`src/rtl/cpu_pkg.sv`:
```
// rtl/cpu_pkg.sv - shared CPU widths, fetch queue entry layout and fetch FSM encoding
package cpu_pkg;

    localparam int INSTR_W = 16;
    localparam int ADDR_W  = 16;
    localparam int ENTRY_W = INSTR_W + ADDR_W;

    // FETCH: normal prefetching. DISCARD: a read issued before a redirect is
    // still outstanding and its data must be thrown away when it returns.
    typedef enum logic {
        FETCH   = 1'b0,
        DISCARD = 1'b1
    } fetch_state_t;

    typedef struct packed {
        logic [INSTR_W-1:0] instr;
        logic [ADDR_W-1:0]  pc;
    } fetch_entry_t;

endpackage

```
`src/rtl/fetch_queue_store.sv`:
```
// rtl/fetch_queue_store.sv - DEPTH x {instr, pc} circular buffer for the fetch queue
//
// Ports:
//   clock, reset  - clock and synchronous active-high reset
//   flush         - empties the buffer (pointers and count to zero)
//   push, wdata   - append one entry; caller guarantees the buffer is not full
//   pop           - drop the head entry; caller guarantees the buffer is not empty
//   rdata         - head entry (meaningful only while count != 0)
//   count         - number of stored entries, 0..DEPTH
module fetch_queue_store
    import cpu_pkg::*;
#(
    parameter int DEPTH = 2,
    parameter int CNT_W = $clog2(DEPTH) + 1
) (
    input  logic             clock,
    input  logic             reset,
    input  logic             flush,
    input  logic             push,
    input  fetch_entry_t     wdata,
    input  logic             pop,
    output fetch_entry_t     rdata,
    output logic [CNT_W-1:0] count
);

    localparam int PTR_W = $clog2(DEPTH);

    fetch_entry_t     mem [DEPTH];
    logic [PTR_W-1:0] wr_ptr;
    logic [PTR_W-1:0] rd_ptr;

    // DEPTH is a power of two, so the pointers wrap by plain overflow.
    always_ff @(posedge clock) begin
        if (reset || flush) begin
            wr_ptr <= '0;
            rd_ptr <= '0;
            count  <= '0;
        end else begin
            if (push) begin
                wr_ptr <= wr_ptr + PTR_W'(1);
            end
            if (pop) begin
                rd_ptr <= rd_ptr + PTR_W'(1);
            end
            count <= count + CNT_W'(push) - CNT_W'(pop);
        end
    end

    // Payload storage needs no reset: it is only observed while count != 0.
    always_ff @(posedge clock) begin
        if (push && !flush && !reset) begin
            mem[wr_ptr] <= wdata;
        end
    end

    assign rdata = mem[rd_ptr];

endmodule

```
`src/rtl/instr_fetch_queue.sv`:
```
// rtl/instr_fetch_queue.sv - instruction prefetch queue with redirect/flush and stale-read discard
//
// Ports:
//   clock, reset        - clock and synchronous active-high reset
//   mem_req, mem_addr   - instruction memory read request and word address (registered)
//   mem_ack, mem_rdata  - read completion and returned word (may arrive in the request cycle)
//   instr, instr_valid  - head-of-queue instruction and its valid flag
//   pc_out              - word address of the head instruction
//   IRWrite             - consumer takes the head instruction this edge
//   redirect            - taken branch/jump: flush the queue, refetch from redirect_pc
//   redirect_pc         - new fetch address
module instr_fetch_queue
    import cpu_pkg::*;
#(
    parameter int                DEPTH    = 2,
    parameter logic [ADDR_W-1:0] RESET_PC = 16'h0000
) (
    input  logic               clock,
    input  logic               reset,
    output logic               mem_req,
    output logic [ADDR_W-1:0]  mem_addr,
    input  logic               mem_ack,
    input  logic [INSTR_W-1:0] mem_rdata,
    output logic [INSTR_W-1:0] instr,
    output logic               instr_valid,
    input  logic               IRWrite,
    output logic [ADDR_W-1:0]  pc_out,
    input  logic               redirect,
    input  logic [ADDR_W-1:0]  redirect_pc
);

    localparam int               CNT_W      = $clog2(DEPTH) + 1;
    localparam logic [CNT_W-1:0] FULL_COUNT = CNT_W'(DEPTH);

    fetch_state_t      state;
    fetch_state_t      state_n;
    logic [ADDR_W-1:0] fetch_pc;
    logic [ADDR_W-1:0] fetch_pc_n;
    logic [CNT_W-1:0]  count;
    logic [CNT_W-1:0]  count_n;
    logic              mem_req_q;
    logic              mem_req_n;
    logic [ADDR_W-1:0] mem_addr_q;
    logic [ADDR_W-1:0] mem_addr_n;

    logic              ack_ok;
    logic              push;
    logic              pop;
    fetch_entry_t      wr_entry;
    fetch_entry_t      head;

    // An ack only counts against a request we are actually presenting; this
    // also filters acks for requests that were issued before a reset.
    assign ack_ok   = mem_ack && mem_req_q;
    assign push     = (state == FETCH) && ack_ok && !redirect;
    assign pop      = IRWrite && (count != '0) && !redirect;
    assign wr_entry = '{instr: mem_rdata, pc: fetch_pc};

    fetch_queue_store #(
        .DEPTH (DEPTH),
        .CNT_W (CNT_W)
    ) u_store (
        .clock (clock),
        .reset (reset),
        .flush (redirect),
        .push  (push),
        .wdata (wr_entry),
        .pop   (pop),
        .rdata (head),
        .count (count)
    );

    // State register
    always_ff @(posedge clock) begin
        if (reset) begin
            state <= FETCH;
        end else begin
            state <= state_n;
        end
    end

    // Next-state logic
    always_comb begin
        state_n = state;
        case (state)
            FETCH: begin
                // A read already in flight cannot be withdrawn, so wait it out.
                if (redirect && mem_req_q && !mem_ack) begin
                    state_n = DISCARD;
                end
            end
            DISCARD: begin
                if (ack_ok) begin
                    state_n = FETCH;
                end
            end
            default: state_n = FETCH;
        endcase
    end

    // Next values for the fetch pointer, occupancy and registered request outputs
    always_comb begin
        fetch_pc_n = fetch_pc;
        if (redirect) begin
            fetch_pc_n = redirect_pc;
        end else if (push) begin
            fetch_pc_n = fetch_pc + 16'd1;
        end

        count_n = redirect ? '0 : count + CNT_W'(push) - CNT_W'(pop);

        // In DISCARD the stale request must stay on the bus unchanged.
        if (state_n == DISCARD) begin
            mem_req_n  = 1'b1;
            mem_addr_n = mem_addr_q;
        end else begin
            mem_req_n  = (count_n < FULL_COUNT);
            mem_addr_n = fetch_pc_n;
        end
    end

    always_ff @(posedge clock) begin
        if (reset) begin
            fetch_pc   <= RESET_PC;
            mem_req_q  <= 1'b0;
            mem_addr_q <= RESET_PC;
        end else begin
            fetch_pc   <= fetch_pc_n;
            mem_req_q  <= mem_req_n;
            mem_addr_q <= mem_addr_n;
        end
    end

    assign mem_req     = mem_req_q;
    assign mem_addr    = mem_addr_q;
    assign instr_valid = (count != '0);
    assign instr       = instr_valid ? head.instr : '0;
    assign pc_out      = instr_valid ? head.pc : '0;

endmodule

```
`config.mk`:
```
export PLATFORM = sky130hd
export DESIGN_NAME = instr_fetch_queue
export DESIGN_NICKNAME = d
export VERILOG_FILES = /design/src/rtl/cpu_pkg.sv /design/src/rtl/fetch_queue_store.sv /design/src/rtl/instr_fetch_queue.sv
export SDC_FILE = /design/constraint.sdc
export NUM_CORES = 1
export LEC_CHECK = 0
export CAP_MARGIN = 20
export CORE_MARGIN = 3
export CORE_UTILIZATION = 41
export DETAILED_ROUTE_END_ITERATION = 16
export PLACE_DENSITY = 0.69
export SLEW_MARGIN = 20
export SYNTH_ARGS = -nofsm -noshare
export SYNTH_HDL_FRONTEND = slang
export SYNTH_SLANG_ARGS = --single-unit
```
`constraint.sdc`:
```
create_clock -name clock -period 5.7 [get_ports clock]
set_input_delay 1.14 -clock clock [delete_from_list [all_inputs] [get_ports clock]]
set_output_delay 1.14 -clock clock [all_outputs]
set_load 0.05 [all_outputs]
```
# Yosys cells after proc, flatten, opt, wreduce, memory -nomap -nowiden
# Memory sizes are Yosys's and may differ from the RTL's. A register that Yosys moved wholly into a read port is not among the register bits.
# Index checks and enable logic that the tools add are counted.
[totals]
ramBits = 64
n_memories = 1
elab_cells = 42
mem_bits_ro = 0
ff_bits = 38
latchBits = 0
[op_classes]
n_reduce_logical = 14
muxes = 13
bitwise_logic = 1
eq_ne = 0
div_mod_pow = 0
n_lt_le_gt_ge = 1
n_mul = 0
add_sub_neg = 5
n_shift = 0
[mem_list]
columns = ["name", "words", "word_bits", "read_ports", "rd_ports_with_merged_regs", "wr", "line", "source"]
rows = [
  ["u_store.mem", 2, 32, 1, 1, 1, "fetch_queue_store.sv:28", "fetch_entry_t mem [DEPTH];"],
]
[ops]
columns = ["operator", "n"]
rows = [
  ["16-bit two-way mux", 4],
  ["16-bit by 1-bit adder with 16-bit output (second input constant)", 1],
  ["1-bit logical AND", 9],
  ["1-bit two-way mux", 7],
  ["1-bit zero test", 3],
  ["1-bit adder (second input constant)", 2],
  ["2-bit by 1-bit adder with 2-bit output", 1],
  ["2-bit < comparator (second input constant)", 1],
  ["2-bit two-way mux", 1],
  ["1-bit one-hot mux with 2 select lines", 1],
  ["2-bit nonzero test", 1],
  ["2-bit by 1-bit subtractor with 2-bit output", 1],
  ["1-bit logical OR", 1],
  ["1-bit NOT", 1],
]

# Longest topological paths before layout
[depth]
word_depth = 8
depth_mapped = 11
depth_no_buf = 11

# Cells and area by module
# From an unflattened synthesis, not the netlist that was laid out.
[hier_totals]
cells_unflattened = 352
hier_area_um2 = 4555.6
[by_module_without_submodules]
columns = ["module", "instances", "cells_per_inst", "area_per_inst_um2", "seq_area_each_um2"]
rows = [
  ["fetch_queue_store", 1, 120, 2681.3, 2021.9],
  ["instr_fetch_queue", 1, 232, 1874.3, 680.7],
]

# Least setup slack after synthesis
# OpenSTA, ideal clock, no wires.
[synth_timing]
kind = "in2reg"
from = "in redirect"
to = "mem u_store.mem[1][0] (netlist bit) (enable)"
t_arrival_ns = 4.940
path_slack_ns = 0.247
stages = 3
n_path_buf = 2
path_cell_list = "clkbuf_1 clkbuf_1 nor4b_1"
[synth_between]
elab_chain_len = 6
[synth_lines]
columns = ["item", "line", "source"]
rows = [
  ["start: declaration", "instr_fetch_queue.sv:28", "input logic redirect,"],
  ["1-bit zero test *", "fetch_queue_store.sv:51, instr_fetch_queue.sv:55", ""],
  ["1-bit logical AND", "instr_fetch_queue.sv:55", "assign push = (state == FETCH) && ack_ok && !redirect;"],
  ["1-bit logical AND * (2 in series)", "fetch_queue_store.sv:51", "if (push && !flush && !reset) begin"],
  ["1-bit two-way mux *", "fetch_queue_store.sv:51", ""],
  ["1-bit two-way mux (implied by the code) *", "fetch_queue_store.sv:52", "mem[wr_ptr] <= wdata;"],
  ["end: declaration", "fetch_queue_store.sv:28", ""],
]
# Every way passes the cells marked *; elsewhere a longest branch is shown, timed or not.

==> impl_metrics.yaml <==
sta:
  fin_skew_ns: 0.0112
  post-route-period-util: 0.640
  setup-violations-final: 0
  min_period_ns: 3.65
  hold_viol_final: 0
  maxSlewViolCount: 0
  grt_setup_unrepaired: "false"
  fmax_ghz: 0.274
  holdWs_ns: 0.467
  fin_tns_setup_ns: 0
  slew_headroom: 0.339
  worst_slew_pin_slew_ns: 0.991
placement:
  routabilityCongestion: 0.724
  dp_hpwl_um: 5700
  port_buffers: 86
global_route:
  grt_pass1_wl_um: 14000
  grt_start_max_net_pins: 49
  gr-total-overflow: 0
  antenna_found_initial: 0
  grt_pass1_vias: 2845
  grt_usage: 0.151
synth:
  ys_seq_area_frac: 0.627
  yosysMostFrequentCell: "edfxtp_1"
  synthFlopType: "edfxtp_1"
  syn_nets: 395
  synth-compound-area-share: 0.0609
  synth-xor-area-share: 0.0345
  ys_seq_elements: 103
  synthArstFlopShare: 0
  ys_warn_count: 0
  synth_fa_ha_area_frac: 0.00870
  synth_top_cell_by_area: "edfxtp_1"
  yosys.area_share.simple: 0.151
  synth_cell_type_count: 42
  postSynthAreaPerCell_um2: 12.1
  synth_top_cell_area_share: 0.446
  synth_edf_count: 64
  synth_area_um2: 4310
  synth_top_family_by_area: "simple AND/OR/NAND/NOR gates"
  synth_mux_area_frac: 0.0908
  synth_cells: 355
  synthTopCellsByCount: "edfxtp_1, nor2_1, dfxtp_1"
  synthTopCellsByArea: "edfxtp_1, dfxtp_1, mux2i_1, nor2_1, xor2_1"
detailed_routing:
  post_drt_wl_per_cell_um: 14.7
  totalWireLength_um: 8430
  ant_nets: 0
  drc: 0
  drtPass1Iterations: 4
  routed_via_density: 4.94
  num_vias: 2842
  dr.first_iter.drc_count: 201
floorplanning:
  die_w_um: 109
  core-area_um2: 10000
  die_h_um: 109
  num_rows: 36
  num_io_pins: 87
  dieArea_um2: 11800
  start_util: 0.431
clock_network:
  postCtsSetupRepairBufs: 0
  clk_pin_slew_ns: 0.09
  clock-sinks: 103
  cts-root-buf: "clkbuf_8"
  cts_buffer_depth: 2
  h-tree-depth: 3
  hold_buffers: 0
  clk_latency_ns: 0.35
  cts_resized: 0
  cts_tree: "yes"
  cts_buffers: 9
worst_setup_path:
  crit_type: "register to output pin"
  r2r.worst_path.cells: 5
  path_max_fanout: 32
  crit_end: "pc_out[11]"
  worst_setup_path_start_kind: "register"
  required_ns: 4.56
  r2r_end: "mem_addr[15]"
  reg2reg_from: "mem_req"
  reg2reg_slack_ns: 3.48
  end_kind: "output pin"
  arrival_ns: 2.51
finish:
  drive_above_1_share: 0.0837
  layout.nets: 477
  num_antenna_cells: 0
  syn_to_final_growth_pct: 27.6
hold_path:
  hold_class: "register to register"
run:
  maxCapViolations: 0
status:
  status: "complete, no violations"
pwr:
  p_leak_nw: 1.86
  power_mw: 1.46
  vdd_drop_max_uv: 160
  powerDensity_nw_per_um2: 266
metal layers:
metal / wire length [um] / global-route usage / up-vias
met5: 0 / 0 / -
met4: 98 / 0.0433 / 0
met3: 491 / 0.0269 / 8
met2: 3650 / 0.232 / 89
met1: 4190 / 0.218 / 1318
li1: - / - / 1427
critical path, cell delays in order (launching register included):
cell,delay (ns)
dfxtp_2,0.99
mux2i_1,0.22
nor2_1,0.13
clkdlybuf4s50_1,0.81
cell families (layout without fill, tap and decap cells):
kind of cell / Yosys count / after routing
fa+ha+maj: 3 / 3
simple gates: 127 / 127
buf+inv: 29 / 116
xor+xnor: 17 / 17
mux: 39 / 39
compound gates: 37 / 37
flops: 103 / 103
cells in the final DEF, fill, tap and decap left out, drive strengths merged, types with 4 or more instances in the layout:
| master | n |
|---|---|
| clkdlybuf4s50 | 86 |
| edfxtp | 64 |
| nor2 | 59 |
| dfxtp | 39 |
| mux2i | 38 |
| nand2 | 24 |
| nor3 | 16 |
| xor2 | 12 |
| a21oi | 10 |
| clkbuf | 10 |
| o21ai | 9 |
| inv | 8 |
| nand3b | 7 |
| nor4 | 7 |
| buf | 6 |
| xnor2 | 5 |
| nand3 | 5 |
| a211oi | 5 |
| clkinv | 4 |
| o41ai | 4 |
per-stage QoR:
step	cells	utilization	area, um2	worst slack, ns
final	575	0.550	5500	2.05
after global routing	575	0.550	5500	1.85
after CTS	575	0.550	5500	1.98
after detailed placement	559	0.531	5310	2.21
after global placement	559	0.531	5310	2.30
after floorplan	355	-	4310	0.247
final cells by class:
cell class | instances | area, um2
clock buffer | 10 | 128
inverter | 8 | 30.0
multi-input combinational | 223 | 1510
tap | 133 | 166
fill | 881 | 4500
sequential | 103 | 2700
clock inverter | 6 | 60.1
timing repair buffer | 92 | 906
worst min-delay path by stage:
stage,startpoint,to,slack [ns],cells after the start
after floorplan,fetch_pc[15],u_store.mem[0][15],0.46,0
after global placement,mem_addr[1],mem_addr[1],0.45,2
after detailed placement,mem_addr[1],mem_addr[1],0.45,2
after CTS,mem_addr[8],mem_addr[8],0.47,2
after global routing,mem_addr[8],mem_addr[8],0.49,2
final,mem_addr[8],mem_addr[8],0.47,2
sequential cells by signal, indices dropped and copies added (netlist names), named ones only:
| register | cells |
|---|---|
| u_store.mem | 64 |
| u_store.wr_ptr | 1 |
| mem_addr | 16 |
| u_store.count | 2 |
| fetch_pc | 16 |
| u_store.rd_ptr | 1 |
| state | 1 |
| mem_req | 1 |
report_power, final:
part           switching (mW)  total [mW]  internal, mW
Combinational           0.111       0.184        0.0734
Clock                   0.237       0.440         0.202
Sequential             0.0219       0.837         0.815
Total                   0.370        1.46          1.09
Note: power is estimated with default switching activity, not from simulation.
